## src/rtl/game_flow_ctrl.sv

```systemverilog
// Tic-tac-toe game-flow sequencer: decodes mouse clicks against on-screen regions
// and steps title -> settle -> choice -> settle -> play -> game-over.
module game_flow_ctrl #(
  parameter int WAIT_CYCLES  = 75000000,
  parameter int N_CHOICES    = 2,
  parameter int START_X0     = 490,
  parameter int START_X1     = 530,
  parameter int START_Y0     = 600,
  parameter int START_Y1     = 615,
  parameter int CHOICE_X0    = 300,
  parameter int CHOICE_W     = 100,
  parameter int CHOICE_PITCH = 350,
  parameter int CHOICE_Y0    = 450,
  parameter int CHOICE_Y1    = 550,
  parameter logic [12*N_CHOICES-1:0] CHOICE_COLORS = {12'hff0, 12'h00f},
  localparam int IW = (N_CHOICES > 1) ? $clog2(N_CHOICES) : 1
) (
  input  logic          pclk,
  input  logic          rst,
  input  logic [11:0]   mouse_xpos,
  input  logic [11:0]   mouse_ypos,
  input  logic          mouse_left,
  input  logic          game_over,
  output logic          start_en,
  output logic          choice_en,
  output logic          play_en,
  output logic          over_en,
  output logic [11:0]   square_color,
  output logic [IW-1:0] player_idx
);

  localparam int CW = $clog2(WAIT_CYCLES + 1);
  localparam logic [CW-1:0] WAIT_MAX = CW'(WAIT_CYCLES);

  typedef enum logic [2:0] {
    IDLE   = 3'd0,
    WAIT1  = 3'd1,
    CHOICE = 3'd2,
    WAIT2  = 3'd3,
    PLAY   = 3'd4,
    OVER   = 3'd5
  } state_t;

  state_t        state, state_nx;
  logic [CW-1:0] count, count_nx;
  logic          mouse_left_q;
  logic          click;
  logic [31:0]   mx, my, left_edge;
  logic          in_start;
  logic          choice_hit;
  logic [IW-1:0] hit_idx;
  logic [11:0]   hit_color;
  logic [11:0]   color_nx;
  logic [IW-1:0] idx_nx;
  logic          start_nx, choice_nx, play_nx, over_nx;

  assign click = mouse_left & ~mouse_left_q;
  assign mx    = {20'd0, mouse_xpos};
  assign my    = {20'd0, mouse_ypos};

  assign in_start = (mx >= 32'(START_X0)) && (mx <= 32'(START_X1)) &&
                    (my >= 32'(START_Y0)) && (my <= 32'(START_Y1));

  // Scan from the highest square down so the lowest overlapping index wins.
  always_comb begin
    choice_hit = 1'b0;
    hit_idx    = '0;
    hit_color  = 12'h000;
    left_edge  = '0;
    for (int i = N_CHOICES - 1; i >= 0; i--) begin
      left_edge = 32'(CHOICE_X0 + i * CHOICE_PITCH);
      if ((mx >= left_edge) && (mx <= left_edge + 32'(CHOICE_W)) &&
          (my >= 32'(CHOICE_Y0)) && (my <= 32'(CHOICE_Y1))) begin
        choice_hit = 1'b1;
        hit_idx    = IW'(i);
        hit_color  = CHOICE_COLORS[12*i +: 12];
      end
    end
  end

  always_comb begin
    state_nx = state;
    count_nx = count;
    color_nx = square_color;
    idx_nx   = player_idx;
    case (state)
      IDLE: begin
        if (click && in_start) begin
          state_nx = WAIT1;
          count_nx = '0;
        end
      end
      WAIT1: begin
        if (count == WAIT_MAX) begin
          state_nx = CHOICE;
          count_nx = '0;
        end else begin
          count_nx = count + CW'(1);
        end
      end
      CHOICE: begin
        if (click && choice_hit) begin
          state_nx = WAIT2;
          color_nx = hit_color;
          idx_nx   = hit_idx;
        end
      end
      WAIT2: begin
        if (count == WAIT_MAX) begin
          state_nx = PLAY;
          count_nx = '0;
        end else begin
          count_nx = count + CW'(1);
        end
      end
      PLAY: begin
        if (game_over) begin
          state_nx = OVER;
          count_nx = '0;
        end
      end
      OVER: begin
        // Restart is locked out until the settle counter saturates.
        if (count == WAIT_MAX) begin
          if (click) begin
            state_nx = IDLE;
            count_nx = '0;
            color_nx = 12'h000;
            idx_nx   = '0;
          end
        end else begin
          count_nx = count + CW'(1);
        end
      end
      default: begin
        state_nx = IDLE;
        count_nx = '0;
        color_nx = 12'h000;
        idx_nx   = '0;
      end
    endcase
  end

  always_comb begin
    start_nx  = 1'b0;
    choice_nx = 1'b0;
    play_nx   = 1'b0;
    over_nx   = 1'b0;
    case (state_nx)
      CHOICE, WAIT2: begin
        start_nx  = 1'b1;
        choice_nx = 1'b1;
      end
      PLAY: begin
        start_nx = 1'b1;
        play_nx  = 1'b1;
      end
      OVER: begin
        start_nx = 1'b1;
        over_nx  = 1'b1;
      end
      default: ;
    endcase
  end

  always_ff @(posedge pclk) begin
    if (rst) begin
      state        <= IDLE;
      count        <= '0;
      mouse_left_q <= 1'b0;
      square_color <= 12'h000;
      player_idx   <= '0;
      start_en     <= 1'b0;
      choice_en    <= 1'b0;
      play_en      <= 1'b0;
      over_en      <= 1'b0;
    end else begin
      state        <= state_nx;
      count        <= count_nx;
      mouse_left_q <= mouse_left;
      square_color <= color_nx;
      player_idx   <= idx_nx;
      start_en     <= start_nx;
      choice_en    <= choice_nx;
      play_en      <= play_nx;
      over_en      <= over_nx;
    end
  end

endmodule
```

## config.mk

```make
export PLATFORM = sky130hd
export DESIGN_NAME = game_flow_ctrl
export DESIGN_NICKNAME = d
export VERILOG_FILES = /design/src/rtl/game_flow_ctrl.sv
export SDC_FILE = /design/constraint.sdc
export NUM_CORES = 1
export LEC_CHECK = 0
export BUFFER_PORTS_ARGS = -buffer_cell sky130_fd_sc_hd__buf_2
export CAP_MARGIN = 5
export CORE_ASPECT_RATIO = 1.5
export CORE_MARGIN = 2
export CORE_UTILIZATION = 38
export DETAILED_ROUTE_END_ITERATION = 10
export PLACE_DENSITY_LB_ADDON = 0.1
export SYNTH_ARGS = -nofsm -noshare
export SYNTH_HDL_FRONTEND = slang
export SYNTH_SLANG_ARGS = --single-unit
export TNS_END_PERCENT = 20
```

## constraint.sdc

```tcl
create_clock -name pclk -period 3.28 [get_ports pclk]
set_input_delay 0.656 -clock pclk [delete_from_list [all_inputs] [get_ports pclk]]
set_output_delay 0.656 -clock pclk [all_outputs]
set_load 0.005 [all_outputs]
```

==> results of run 1 <==
metrics by stage:
stage | cells | hold WS (ns) | setup slack, ns | power, W
global route | 394 | 0.521 | 0.374 | 0.000945
floorplan | 293 | 0.447 | 0.758 | 0.000486
global placement | 386 | 0.458 | 0.562 | 0.000518
finish | 394 | 0.477 | 0.664 | 0.000907
detailed placement | 386 | 0.467 | 0.534 | 0.000518
CTS | 394 | 0.480 | 0.642 | 0.000923
synth_stat cells (all sizes together), types with 2 or more instances:
master and instances:
a2111oi 2, a211oi 3, a21oi 31, a311oi 7
a31o 2, a31oi 2, and2 3, and3 6
and4 2, buf 20, clkbuf 7, dfxtp 37
ha 3, inv 12, nand2 17, nand2b 6
nand3 17, nand4 9, nand4b 2, nor2 17
nor2b 3, nor3 7, nor4 4, nor4b 2
o2111ai 2, o211ai 4, o21ai 8, o31ai 18
o41ai 3, or4 20
metal layers:
metal,vias to the layer above,wire [um],global-route usage
li1,1183,-,-
met1,1078,2440,0.202
met2,51,3150,0.344
met3,4,189,0.0269
met4,0,61,0.0523
met5,-,0,0
worst min-delay path, stage by stage, from the launching register on:
cell and delay, ns:
dfxtp_1 0.32, o31ai_1 0.06, a21oi_1 0.05
power breakdown:
part	total, W	internal, W	switching [W]
logic	0.0000579	0.0000234	0.0000345
registers	0.000450	0.000449	0.000000232
clock network	0.000399	0.000228	0.000171
total	0.000907	0.000701	0.000206
cell type report:
| type | count | area [um^2] | area share |
|---|---|---|---|
| Clock buffer | 5 | 68.8 | 0.0262 |
| Sequential cell | 37 | 741 | 0.282 |
| Clock inverter | 3 | 43.8 | 0.0166 |
| Tap cell | 74 | 92.6 | 0.0352 |
| Timing Repair Buffer | 46 | 235 | 0.0894 |
| Inverter | 12 | 45.0 | 0.0171 |
| Multi-Input combinational cell | 217 | 1410 | 0.534 |
cells by family (layout without fill, tap and decap cells):
logic type	Yosys count	in the layout	share of synthesized area
flops	37	37	0.315
fa+ha+maj	3	3	0.0160
buf+inv	39	66	0.0904
simple gates	121	121	0.295
xor+xnor	1	1	0.00372
compound gates	92	92	0.280
worst max path at each step:
stage | end | startpoint | slack [ns]
final | count[5] | count[3] | 0.66
after global routing | count[3] | count[3] | 0.37
after CTS | count[2] | count[4] | 0.64
after floorplan | count[9] | mouse_xpos[0] | 0.76
after global placement | count[20] | mouse_xpos[0] | 0.56
after detailed placement | count[20] | mouse_xpos[0] | 0.53
==> metrics.txt, run 1 <==
# diodes 0; GRT Residual Overflow 0; core area 0.00609 mm^2; Peak VDD IR 0.298 mV; family with the most delay on the worst path simple AND/OR/NAND/NOR gates; worst r2r src count[3]; drt total wl 5840 um; period utilization 0.798; Clock Skew 0.0110 ns; number of global-route vias before repair 2130; Synth Flop Type dfxtp_1; initial antenna violation count 0; initial DRC count 83; Yosys reg bits 37; GRT Total Usage 0.182; FF-to-FF setup slack 0.66 ns; outcome completed; clock sinks 37; Slew headroom 0.578; Clock Tree Buf Depth 2; IO buf count 44; max incr delay on CP 0.60 ns; Critical Path Slowest Stage Cell or4_1; ranking of synthesized cells by area dfxtp_1, a21oi_1, or4_1, o31ai_1, buf_4; most frequent cells in the layout buf_2, dfxtp_1, a21oi_1, or4_1; Reg clk slew, reported paths 0.08 ns; Synth Net Count 324; share of layout cells above drive strength 1 0.197; hold path start count[14]; worst path cell trace nor4b_1 > nand4_1 > or4_1 > nand2_1 > nor2_1 > a311oi_1; crit start category register; Cell Area, Synth 0.00235 mm^2; WL/cell 14.8 um; Hold Path Class register to register; Largest register FFs 27; die width 68.3 um; root buffer cell clkbuf_8; Regs by FF count count (27), state (3); Max Slew Vio Count 0; MaxCap Viol Count 0; fillcell total 634; CTS tree built; worst hold path stage count 2; Synth cell types 53; placer congestion estimate 0.834; # resized after CTS 0; RSZ-0062 raised after global routing no; Die Area 0.00685 mm^2; Synth area leader dfxtp_1; Die Ht 100 um; Slew @ Worst Pin 0.630 ns; Detailed Place HPWL 4320 um; Synth async-reset ratio 0; post-layout min period 2.62 ns; finished layout cell area 0.00263 mm^2; worst r2r dst count[5]; Buf/Inv on CP 0; Synth top area share 0.315; Synth Instances 293; DRC 0; Top reg by flops count; cts bufs inserted 5; Pre-Repair DR Iteration Count 4; Pleak 0.898 nW; Area Overhead vs Synth 11.8%; Setup crit end kind register; H-tree levels 2; Final ANT Viol Nets 0; Syn Area/Cell 8.03 um^2; Initial Utilization 0.387; Setup CP Type register to register; YS warnings 0; Post-synth EDFFs 0; Crit path arrival time 2.82 ns; postcts setup bufs 0; Fin. Hold Viols 0; DR vias 2316; fin util 0.432; first-pass GRT wire length 9720 um; fin nets 350; Seq/Total Area, Yosys 0.315; Rows 35; Final setup viols 0; most common cell after layout, fill and taps aside buf_2; post-route setup TNS 0 ns; Worst R2R Path Depth 6; Hold EP count[14]; crit-path max FO 15; largest net degree at the start of global routing 41; power per standard cell area 345 mW/mm^2; # hold bufs at CTS 0; fmax 382 MHz; Req. time, crit path 3.48 ns; Placed Area 0.00252 mm^2; Via density 5.88; Worst-Skew Late Latency 0.29 ns; critical path depth 6; num ports 45
No activity file was read; power rests on OpenSTA's default activity.
==> run 2: changes to the inputs <==
==> constraint.sdc (replaced) <==
create_clock -name pclk -period 2.2 [get_ports pclk]
set_input_delay 0.44 -clock pclk [delete_from_list [all_inputs] [get_ports pclk]]
set_output_delay 0.44 -clock pclk [all_outputs]
set_load 0.005 [all_outputs]
==> metrics.txt, run 2 (synthesized netlist as in run 1, its figures left out) <==
finished layout cell area 0.00317 mm^2; Final setup viols 0; WL/cell 15.3 um; Pre-Repair DR Iteration Count 5; Die Ht 100 um; fmax 458 MHz; period utilization 0.992; fin nets 401; power per standard cell area 398 mW/mm^2; core area 0.00609 mm^2; fillcell total 613; Sw Share 0.253; crit-path max FO 16; Clock Tree Buf Depth 2; GRT Total Usage 0.198; DR vias 2558; Die Area 0.00685 mm^2; Hold Path Class input port to register; CTS tree built; drt total wl 6800 um; DRC 0; Place WS -0.356 ns; outcome completed; Setup crit end kind register; FF-to-FF setup slack 0.12 ns; Slew @ Worst Pin 0.517 ns; Crit path arrival time 2.41 ns; Largest register FFs 27; Initial Utilization 0.387; Regs by FF count count (27), state (3); IO buf count 44; cts bufs inserted 5; Peak VDD IR 0.443 mV; post-layout min period 2.18 ns; number of global-route vias before repair 2342; fin util 0.521; Via density 5.74; root buffer cell clkbuf_8; Placed Area 0.00287 mm^2; Worst-Skew Late Latency 0.29 ns; Area Overhead vs Synth 34.7%; H-tree levels 2; share of layout cells above drive strength 1 0.369; clock sinks 37; MaxCap Viol Count 0; num ports 45; Slew headroom 0.654; first-pass GRT wire length 10600 um; Reg clk slew, reported paths 0.08 ns; Seq pwr share 0.531; Comb pwr share 0.091; Switch Pwr 0.000320 W; placer congestion estimate 0.833; Setup WS post-layout 0.0169 ns; Max Slew Vio Count 0; RSZ-0062 raised after global routing yes; GRT Residual Overflow 0; Top reg by flops count; crit start category input port; Setup CP Type input port to register; initial DRC count 113; die width 68.3 um; Clock Skew 0.00358 ns; Detailed Place HPWL 4770 um; most common cell after layout, fill and taps aside buf_4; Internal 0.000942 W; Fin. Hold Viols 0; largest net degree at the start of global routing 37; clock share of power 0.378; Final ANT Viol Nets 0; most frequent cells in the layout buf_4, buf_2, dfxtp_1, a21oi_1; hold slack final 0.404 ns; Rows 35; initial antenna violation count 1; Req. time, crit path 2.43 ns; Power, Total 0.00126 W; Pleak 1.17 nW
## run 2: changes by cell type in the layout (fill, tap and decap cells not counted), sizes merged
cell	change
buf	+48
bufinv	-1
clkinv	+1
clkinvlp	+1
diode	+1
inv	-1
o21a	+3
## run 2: cell type report
cell class | count | area [um^2] | share of cell area
diodes | 1 | 2.50 | 0.000790
clock buffers | 5 | 68.8 | 0.0217
clock inverters | 3 | 17.5 | 0.00553
inverters | 12 | 45.0 | 0.0142
multi-input cells | 220 | 1580 | 0.499
flip-flops and latches | 37 | 741 | 0.234
well taps | 74 | 92.6 | 0.0292
repair buffers | 94 | 621 | 0.196
## run 2: worst paths after layout
| check | start | end | depth (start not counted) |
|---|---|---|---|
| max | mouse_xpos[3] | count[8] | 7 |
| min | mouse_left | mouse_left_q | 2 |
| max reg2reg | count[0] | count[15] | 10 |
| min reg2reg | count[26] | count[26] | 2 |
## run 2: stage by stage
stage | cells | setup TNS (ns)
floorplan | 293 | -0.455
global placement | 430 | -6.19
detailed placement | 430 | -6.81
CTS | 438 | 0
global route | 446 | -0.355
finish | 446 | 0
## run 2: power by group through the flow
stage	Clock (W)	Combinational (W)	Sequential, W
finish	0.000478	0.000114	0.000670
global route	0.000514	0.000126	0.000671
CTS	0.000497	0.000108	0.000670
detailed placement	0	0.000107	0.000686
global placement	0	0.000107	0.000686
floorplan	0	0.0000408	0.000686
## run 2: layer usage
metal,wire length (um),up-vias,track usage
li1,-,1290,-
met1,2920,1201,0.222
met2,3560,60,0.372
met3,214,7,0.0303
met4,102,0,0.0554
met5,0,-,0
## run 2: worst max-delay path, cell delays in order
cell and delay (ns):
buf_4 0.12, a211o_1 0.29, a2111oi_4 0.40, o2111ai_4 0.21
o21a_4 0.32, or4_1 0.49, a21oi_1 0.13
## run 2: what timing repair did
item | 4_1_cts | 5_1_grt
setup endpoints to repair | 19 | 30
pin swaps | 1 | 8
gates resized for setup | 4 | 27
gates cloned | 0 | 3
hold buffers | 0 | 0
setup buffers | 0 | 4
==> run 3: changes to the inputs <==
--- a/config.mk
+++ b/config.mk
@@ -7,9 +7,11 @@
 export LEC_CHECK = 0
 export BUFFER_PORTS_ARGS = -buffer_cell sky130_fd_sc_hd__buf_2
 export CAP_MARGIN = 5
+export CELL_PAD_IN_SITES_DETAIL_PLACEMENT = 1
+export CELL_PAD_IN_SITES_GLOBAL_PLACEMENT = 1
 export CORE_ASPECT_RATIO = 1.5
 export CORE_MARGIN = 2
-export CORE_UTILIZATION = 38
+export CORE_UTILIZATION = 37
 export DETAILED_ROUTE_END_ITERATION = 10
 export PLACE_DENSITY_LB_ADDON = 0.1
 export SYNTH_ARGS = -nofsm -noshare
==> metrics.txt, run 3 (synthesized netlist as in run 1, its figures left out) <==
Pre-Repair DR Iteration Count 4; Area Overhead vs Synth 37.1%; die width 69.1 um; # diodes 0; fin util 0.526; Setup crit end kind register; most common cell after layout, fill and taps aside buf_4; post-route setup TNS 0 ns; Worst-Skew Late Latency 0.30 ns; Slew @ Worst Pin 0.749 ns; initial antenna violation count 0; IO buf count 44; Slew headroom 0.497; Req. time, crit path 2.44 ns; MaxCap Viol Count 0; Setup CP Type input port to register; root buffer cell clkbuf_8; DR vias 2673; initial DRC count 75; RSZ-0062 raised after global routing yes; Largest register FFs 27; Regs by FF count count (27), state (3); fmax 461 MHz; Crit path arrival time 2.41 ns; dpl cells 438; cts bufs inserted 5; crit-path max FO 16; Clock Tree Buf Depth 2; number of global-route vias before repair 2729; Final ANT Viol Nets 0; H-tree levels 2; Fin. Hold Viols 0; num ports 45; Clock Skew 0.0169 ns; largest net degree at the start of global routing 38; Peak VDD IR 0.273 mV; fin nets 407; share of layout cells above drive strength 1 0.371; GRT Residual Overflow 0; Worst R2R Path Depth 8; placer congestion estimate 0.833; WL/cell 17.5 um; crit start category input port; power per standard cell area 440 mW/mm^2; Reg clk slew, reported paths 0.09 ns; Rows 35; Pleak 1.22 nW; Via density 5.93; core area 0.00613 mm^2; Top reg by flops count; Max Slew Vio Count 0; Final setup viols 0; Die Ht 102 um; period utilization 0.985; Detailed Place HPWL 5690 um; first-pass GRT wire length 12500 um; GRT Total Usage 0.219; post-layout min period 2.17 ns; drt total wl 7880 um; Finished Layout Cells 451; most frequent cells in the layout buf_4, buf_2, dfxtp_1, a21oi_1, or4_1; outcome completed; Initial Utilization 0.384; Hold Path Class input port to register; Die Area 0.00703 mm^2; DRC 0; # hold bufs at CTS 0; clock sinks 37; worst hold path stage count 2; CTS tree built
==> run 3: cell types whose count changed in the layout (fill, tap and decap cells not counted), sizes merged <==
cell	before	now
buf	94	101
bufinv	0	1
clkinv	2	1
clkinvlp	1	0
diode	1	0
inv	12	13
o21a	4	3
==> run 3: where the power goes <==
group	internal, W	switching, W	total [W]
Clock	0.000340	0.000286	0.000626
Combinational	0.0000563	0.0000652	0.000122
Sequential	0.000670	0.000000418	0.000670
Total	0.00107	0.000352	0.00142
==> run 3: worst paths after layout <==
kind | from | end | slack [ns]
setup / recovery | mouse_xpos[0] | count[20] | 0.03
hold / removal | mouse_left | mouse_left_q | 0.37
setup reg to reg | count[25] | count[24] | 0.10
hold reg to reg | count[14] | count[14] | 0.49
==> run 3: timing repair <==
item | CTS | global route
gates cloned | 0 | 2
buffers inserted | 0 | 3
setup endpoints to repair | 29 | 35
pin swaps | 3 | 7
gates resized for setup | 5 | 25
==> run 3: final cells by class <==
class | instances | area, um^2
Inverter | 12 | 45.0
Fill cell | 773 | 2900
Clock inverter | 3 | 43.8
Tap cell | 74 | 92.6
Multi-Input combinational cell | 219 | 1570
Sequential cell | 37 | 741
Timing Repair Buffer | 101 | 663
Clock buffer | 5 | 68.8
==> run 3: worst max-delay path, stage by stage <==
cell and delay, ns:
buf_2 0.11, a211o_1 0.33, a2111oi_4 0.35, o2111ai_4 0.20
o21a_4 0.31, or4_1 0.52, a21oi_1 0.15
==> run 3: per-stage QoR <==
stage	hold slack, ns	cell area (um^2)	power [W]	setup WS [ns]
2_1_floorplan	0.447	2380	0.000727	-0.0307
3_3_place_gp	0.466	2920	0.000797	-0.371
3_5_place_dp	0.478	2920	0.000800	-0.419
4_1_cts	0.376	3060	0.00142	0.00921
5_1_grt	0.383	3230	0.00146	-0.0445
6_report	0.375	3230	0.00142	0.0328
==> run 3: routing by layer <==
metal | wire length (um) | global-route usage | vias up
li1 | - | - | 1301
met1 | 3120 | 0.226 | 1312
met2 | 4410 | 0.447 | 49
met3 | 213 | 0.0289 | 11
met4 | 142 | 0.0724 | 0
met5 | 0 | 0 | -
